===== src/rtl/rfid_pkg.sv =====
// rfid_pkg: shared state/sequence types and constants for the ISO 14443A PCD->PICC receive path
package rfid_pkg;
    typedef enum logic [1:0] {IDLE, RECEIVE, FLUSH, REPORT} state_t;
    typedef enum logic [1:0] {SEQ_X, SEQ_Y, SEQ_Z} seq_t;
    localparam int TICKS_PER_BIT_106K = 32;
    localparam bit PARITY_ODD = 1'b1;
endpackage


===== src/rtl/miller_frame_decoder_pause_edge_sync.sv =====
// pause_edge_sync: 2-FF synchronizer on the pause envelope plus rising-edge detect
module pause_edge_sync (
    input  logic clk_in,
    input  logic rst_in,
    input  logic pause_in,
    output logic pause_edge
);
    logic [2:0] sync;
    // two metastability stages, third stage remembers the previous synchronized level
    always_ff @(posedge clk_in or posedge rst_in)
        if (rst_in) sync <= '0;
        else sync <= {sync[1:0], pause_in};
    assign pause_edge = sync[1] & ~sync[2];
endmodule


===== src/rtl/miller_frame_decoder.sv =====
// miller_frame_decoder: modified Miller (106 kbit/s) PICC receiver producing bytes, parity status and frame reports
module miller_frame_decoder
    import rfid_pkg::*;
#(
    parameter int TICKS_PER_BIT = TICKS_PER_BIT_106K,
    parameter int MAX_BYTES     = 32
) (
    input  logic                             clk_in,
    input  logic                             rst_in,
    input  logic                             pause_in,
    input  logic                             rx_en_in,
    output logic [7:0]                       data_out,
    output logic [3:0]                       valid_bits_out,
    output logic                             parity_err_out,
    output logic                             data_valid_out,
    output logic                             frame_done_out,
    output logic                             frame_err_out,
    output logic [$clog2(MAX_BYTES+1)-1:0]   byte_count_out,
    output logic                             busy_out
);
    localparam int PW = $clog2(TICKS_PER_BIT);
    localparam int BW = $clog2(MAX_BYTES + 1);
    localparam logic [PW-1:0] PH_1Q  = PW'(TICKS_PER_BIT / 4);
    localparam logic [PW-1:0] PH_HALF = PW'(TICKS_PER_BIT / 2);
    localparam logic [PW-1:0] PH_3Q  = PW'(3 * TICKS_PER_BIT / 4);
    localparam logic [PW-1:0] PH_END = PW'(TICKS_PER_BIT - 1);

    state_t        state;
    logic [PW-1:0] phase;
    logic [1:0]    win_n;
    logic          win_x, first, prev_bit;
    logic [3:0]    bit_cnt;
    logic [7:0]    shreg;
    logic [BW-1:0] byte_cnt;
    logic          edge_det;

    logic [1:0] n_now;
    logic       x_edge, x_now, win_end, viol, eof, bit_val, abort;
    seq_t       seq;

    pause_edge_sync u_sync (
        .clk_in     (clk_in),
        .rst_in     (rst_in),
        .pause_in   (pause_in),
        .pause_edge (edge_det)
    );

    assign busy_out       = state != IDLE;
    assign byte_count_out = byte_cnt;

    // classify the current window including an edge landing on this very cycle
    always_comb begin
        x_edge  = phase >= PH_HALF;
        n_now   = win_n + {1'b0, edge_det & ~win_n[1]};
        x_now   = win_x | (edge_det & x_edge);
        win_end = phase == PH_END;
        seq     = n_now == 2'd0 ? SEQ_Y : (x_now ? SEQ_X : SEQ_Z);
        viol    = n_now[1] | (seq == SEQ_Z & prev_bit);
        eof     = seq == SEQ_Y & ~prev_bit;
        bit_val = seq == SEQ_X;
        abort   = state == RECEIVE & (~rx_en_in | (win_end & (n_now[1] |
                  (~first & (viol | (~eof & byte_cnt == BW'(MAX_BYTES)))))));
    end

    // frame FSM: phase grid, bit assembly and all registered outputs
    always_ff @(posedge clk_in or posedge rst_in) begin
        if (rst_in) begin
            state          <= IDLE;
            phase          <= '0;
            win_n          <= '0;
            win_x          <= 1'b0;
            first          <= 1'b0;
            prev_bit       <= 1'b0;
            bit_cnt        <= '0;
            shreg          <= '0;
            byte_cnt       <= '0;
            data_out       <= '0;
            valid_bits_out <= '0;
            parity_err_out <= 1'b0;
            data_valid_out <= 1'b0;
            frame_done_out <= 1'b0;
            frame_err_out  <= 1'b0;
        end else begin
            data_valid_out <= 1'b0;
            frame_done_out <= 1'b0;
            case (state)
                IDLE: if (rx_en_in && edge_det) begin
                    state    <= RECEIVE;
                    phase    <= PH_1Q;
                    win_n    <= 2'd1;
                    win_x    <= 1'b0;
                    first    <= 1'b1;
                    prev_bit <= 1'b0;
                    bit_cnt  <= '0;
                    shreg    <= '0;
                    byte_cnt <= '0;
                end
                RECEIVE: begin
                    phase <= edge_det ? (x_edge ? PH_3Q : PH_1Q) : (win_end ? '0 : phase + 1'b1);
                    win_n <= win_end ? 2'd0 : n_now;
                    win_x <= win_end ? 1'b0 : x_now;
                    if (abort) begin
                        state          <= REPORT;
                        frame_done_out <= 1'b1;
                        frame_err_out  <= 1'b1;
                    end else if (win_end && first) begin
                        first <= 1'b0;
                    end else if (win_end && eof) begin
                        if (bit_cnt > 4'd1) begin
                            state          <= FLUSH;
                            data_out       <= shreg;
                            valid_bits_out <= bit_cnt - 4'd1;
                            parity_err_out <= 1'b0;
                            data_valid_out <= 1'b1;
                            byte_cnt       <= byte_cnt + 1'b1;
                        end else begin
                            state          <= REPORT;
                            frame_done_out <= 1'b1;
                            frame_err_out  <= bit_cnt == 4'd0 || byte_cnt == '0;
                        end
                    end else if (win_end) begin
                        prev_bit <= bit_val;
                        if (bit_cnt == 4'd8) begin
                            data_out       <= shreg;
                            valid_bits_out <= 4'd8;
                            parity_err_out <= (^{bit_val, shreg}) != PARITY_ODD;
                            data_valid_out <= 1'b1;
                            byte_cnt       <= byte_cnt + 1'b1;
                            bit_cnt        <= '0;
                            shreg          <= '0;
                        end else begin
                            shreg[bit_cnt[2:0]] <= bit_val;
                            bit_cnt             <= bit_cnt + 4'd1;
                        end
                    end
                end
                FLUSH: begin
                    state          <= REPORT;
                    frame_done_out <= 1'b1;
                    frame_err_out  <= 1'b0;
                end
                default: begin
                    state         <= IDLE;
                    frame_err_out <= 1'b0;
                end
            endcase
        end
    end
endmodule


===== config.mk =====
export PLATFORM = sky130hd
export DESIGN_NAME = miller_frame_decoder
export DESIGN_NICKNAME = d
export VERILOG_FILES = /design/src/rtl/rfid_pkg.sv /design/src/rtl/miller_frame_decoder_pause_edge_sync.sv /design/src/rtl/miller_frame_decoder.sv
export SDC_FILE = /design/constraint.sdc
export NUM_CORES = 1
export LEC_CHECK = 0
export ABC_AREA = 0
export ABC_CLOCK_PERIOD_IN_PS = 3400
export BUFFER_PORTS_ARGS = -buffer_cell sky130_fd_sc_hd__buf_2
export CAP_MARGIN = 30
export CORE_AREA = 2 2 66 80
export CTS_CLUSTER_DIAMETER = 30
export DETAILED_ROUTE_END_ITERATION = 6
export DIE_AREA = 0 0 68 82
export PLACE_DENSITY = 0.78
export SLEW_MARGIN = 0
export SYNTH_ARGS = -nofsm -noshare
export SYNTH_HDL_FRONTEND = slang
export SYNTH_HIERARCHICAL = 1
export SYNTH_SLANG_ARGS = --single-unit

===== constraint.sdc =====
create_clock -name clk_in -period 3.4 [get_ports clk_in]
set_input_delay 0.68 -clock clk_in [delete_from_list [all_inputs] [get_ports clk_in]]
set_output_delay 0.68 -clock clk_in [all_outputs]
set_load 0.05 [all_outputs]

==> results.sh <==
export IMPL_drive_above_1_share_pct=25.7
export IMPL_hold_viol_final=0
export IMPL_worst_r2r_setup_slack_ns=0.59
export IMPL_final_core_util_pct=62.9
export IMPL_synth_area_sq_um=2760
export IMPL_synth_distinct_cells=59
export IMPL_synthToLayoutAreaGrowth_pct=10.4
export IMPL_status="completed"
export IMPL_numPortBuffers=26
export IMPL_ys_seq_area_share_pct=44.5
export IMPL_cts_tree="built"
export IMPL_synthTopCellsByArea="dfrtp_1 44%, ha_1 5.4%, mux2_4 5.4%, xnor2_1 3.5%, nand2_1 3.1%"
export IMPL_path_cells="ha_1 -> and3_1 -> ha_1 -> and2b_1 -> and3_1 -> nand2_1 -> o31ai_2 -> nand4b_1 -> a21oi_1"
export IMPL_grt_pass1_wl_um=9490
export IMPL_numCtsBuffers=5
export IMPL_crit_required_ns=3.62
export IMPL_overflow=0
export IMPL_drt_iter0_drc=278
export IMPL_synth_ff_type="dfrtp_1"
export IMPL_synth_area_per_cell_sq_um=10.8
export IMPL_p_leak_uw=0.00147
export IMPL_grt_setup_unrepaired="no"
export IMPL_place_congestion=0.824
export IMPL_h_tree_depth=2
export IMPL_cts_resized=0
export IMPL_antenna_diode_count=0
export IMPL_die_w_um=68
export IMPL_synth_nets=272
export IMPL_cp_slowest_cell="o31ai_2"
export IMPL_vias=2013
export IMPL_synth_top_area_cell="dfrtp_1"
export IMPL_min_period_over_period_pct=82.6
export IMPL_cts_root_buf="clkbuf_8"
export IMPL_hold_path_class="in2async"
export IMPL_antenna_left=0
export IMPL_yosysMostFrequentCell="dfrtp_1"
export IMPL_path_buf_inv=0
export IMPL_final_cell_area_sq_um=3040
export IMPL_setup_worst_path_class="reg2reg"
export IMPL_ys_ff_latch=49
export IMPL_grt_usage_pct=22.4
export IMPL_setup_tns_final_ns=0
export IMPL_fin_hold_ws_ns=0.236
export IMPL_avgViaCountPerCell=5.85
export IMPL_fmax_mhz=356
export IMPL_worstSetupEndpointType="flip-flop"
export IMPL_rr_worst_depth=9
export IMPL_synth_edff_count=0
export IMPL_clk_pin_slew_ns=0.08
export IMPL_clock_latency_ns=0.31
export IMPL_placeableCoreArea_sq_um=4830
export IMPL_cts_sinks=49
export IMPL_relSlewSlack_pct=37.6
export IMPL_skew_ns=0.0138
export IMPL_crit_reg2reg_capture="byte_count_out[5]$_DFFE_PP0P_"
export IMPL_netlist_top_cells_count="49 x dfrtp_1, 23 x nand2_1, 17 x nor2_1"
export IMPL_first_pass_iters=4
export IMPL_yosysWarnings=6
export IMPL_cts_setup_buffers=0
export IMPL_peakVddDrop_v=0.000710
export IMPL_grt_pass1_vias=2034
export IMPL_drt_wl_total_um=5470
export IMPL_report_final_slew_viol_count=0
export IMPL_io_pins=27
export IMPL_n_fill_cell=398
export IMPL_dp_hpwl_um=3950
export IMPL_min_period_ns=2.81
export IMPL_ctsHoldBuffers=0
export IMPL_crit_family="simple AND/OR/NAND/NOR gates"
export IMPL_cts_buffer_depth=2
export IMPL_worstPathArrival_ns=3.03
export IMPL_r2r_start="phase[0]$_DFFE_PP0P_"
export IMPL_synth_top_area_share_pct=44.5
export IMPL_powerDensity_nw_per_um2=596
export IMPL_rows=28
export IMPL_worstMarginPinSlew_ns=0.926
export IMPL_antenna_found_initial=0
export IMPL_fp_dieH_um=82
export IMPL_place_area_sq_um=2940
export IMPL_start_util_pct=57.0
export IMPL_cpPeakStageDelay_ns=0.60
export IMPL_synthArstFlopShare_pct=100
export IMPL_die_area_sq_um=5580
export IMPL_netlist_instances=256
export IMPL_nNetsFinal=299
export IMPL_cap_violations=0
export IMPL_grt_max_degree=47
export IMPL_setup_viol=0
export IMPL_drc=0
export IMPL_crit_fanout=11
export IMPL_cp_start_kind="flip-flop"
export IMPL_wl_per_cell_um=15.9
[cell type report]
type | count | area (sq um) | area share [%]
Clock inverter | 2 | 15.0 | 0.493
Inverter | 12 | 45.0 | 1.48
Timing Repair Buffer | 30 | 173 | 5.67
Multi-Input combinational cell | 185 | 1440 | 47.2
Sequential cell | 49 | 1230 | 40.3
Clock buffer | 6 | 72.6 | 2.38
Tap cell | 60 | 75.1 | 2.47
[metrics by stage]
step                instances  power, uW  setup slack (ns)
detailed placement        335       1470             0.635
global placement          335       1450             0.687
global route              344       1940             0.348
finish                    344       1810             0.592
floorplan                 256       1300             0.946
CTS                       343       1820             0.605
[layout by cell type (no fill, tap or decap), types with 3 or more instances in the layout]
master	instances
and3_1	3
a21oi_1	7
a31oi_1	8
buf_4	3
inv_1	9
clkbuf_8	5
nor3_1	4
o41ai_1	6
mux2_2	7
xnor2_1	11
o21ai_0	15
mux2_4	10
buf_2	26
nand2_1	23
nor2_1	17
nand2b_1	4
dfrtp_1	49
nand3_1	11
ha_1	12
a22o_1	3
[state kept, by name, indices dropped and copies added, names as in the netlist]
name            flops
data_valid_out      1
state               2
prev_bit            1
first               1
data_out            8
phase               5
valid_bits_out      4
u_sync/sync         3
byte_count_out      6
parity_err_out      1
bit_cnt             4
win_x               1
frame_done_out      1
win_n               2
frame_err_out       1
shreg               8
[routing by layer]
layer / share of wire (%) / track usage, %
met5: 0 / 0
met2: 50 / 37.1
met4: 1.4 / 8.40
met3: 2.5 / 3.84
met1: 46 / 29.2
[cells by family (layout without fill, tap and decap cells)]
family / count (synthesis) / in the layout / share of synthesized area, %
compound gates: 64 / 64 / 17.2
xor+xnor: 12 / 12 / 4.09
fa+ha+maj: 12 / 12 / 5.45
buf+inv: 22 / 50 / 3.40
flops: 49 / 49 / 44.5
mux: 19 / 19 / 9.49
simple gates: 78 / 78 / 15.9
[worst max-delay path by stage]
stage / depth (start not counted) / start / endpoint / slack [ns]
detailed placement: 9 / u_sync/sync[2]$_DFF_PP0_ / data_out[4]$_DFFE_PP0P_ / 0.63
global placement: 9 / phase[0]$_DFFE_PP0P_ / byte_count_out[2]$_DFFE_PP0P_ / 0.69
finish: 9 / phase[0]$_DFFE_PP0P_ / byte_count_out[5]$_DFFE_PP0P_ / 0.59
global route: 9 / phase[0]$_DFFE_PP0P_ / byte_count_out[5]$_DFFE_PP0P_ / 0.35
floorplan: 9 / bit_cnt[0]$_DFFE_PP0P_ / byte_count_out[2]$_DFFE_PP0P_ / 0.95
CTS: 9 / phase[0]$_DFFE_PP0P_ / byte_count_out[5]$_DFFE_PP0P_ / 0.60
[power by group]
group | total (uW) | internal, uW | switching (uW)
Clock | 345 | 145 | 200
Combinational | 777 | 251 | 526
Sequential | 690 | 637 | 53.5
Total | 1810 | 1030 | 780
Power figures use the tool's default switching activity.
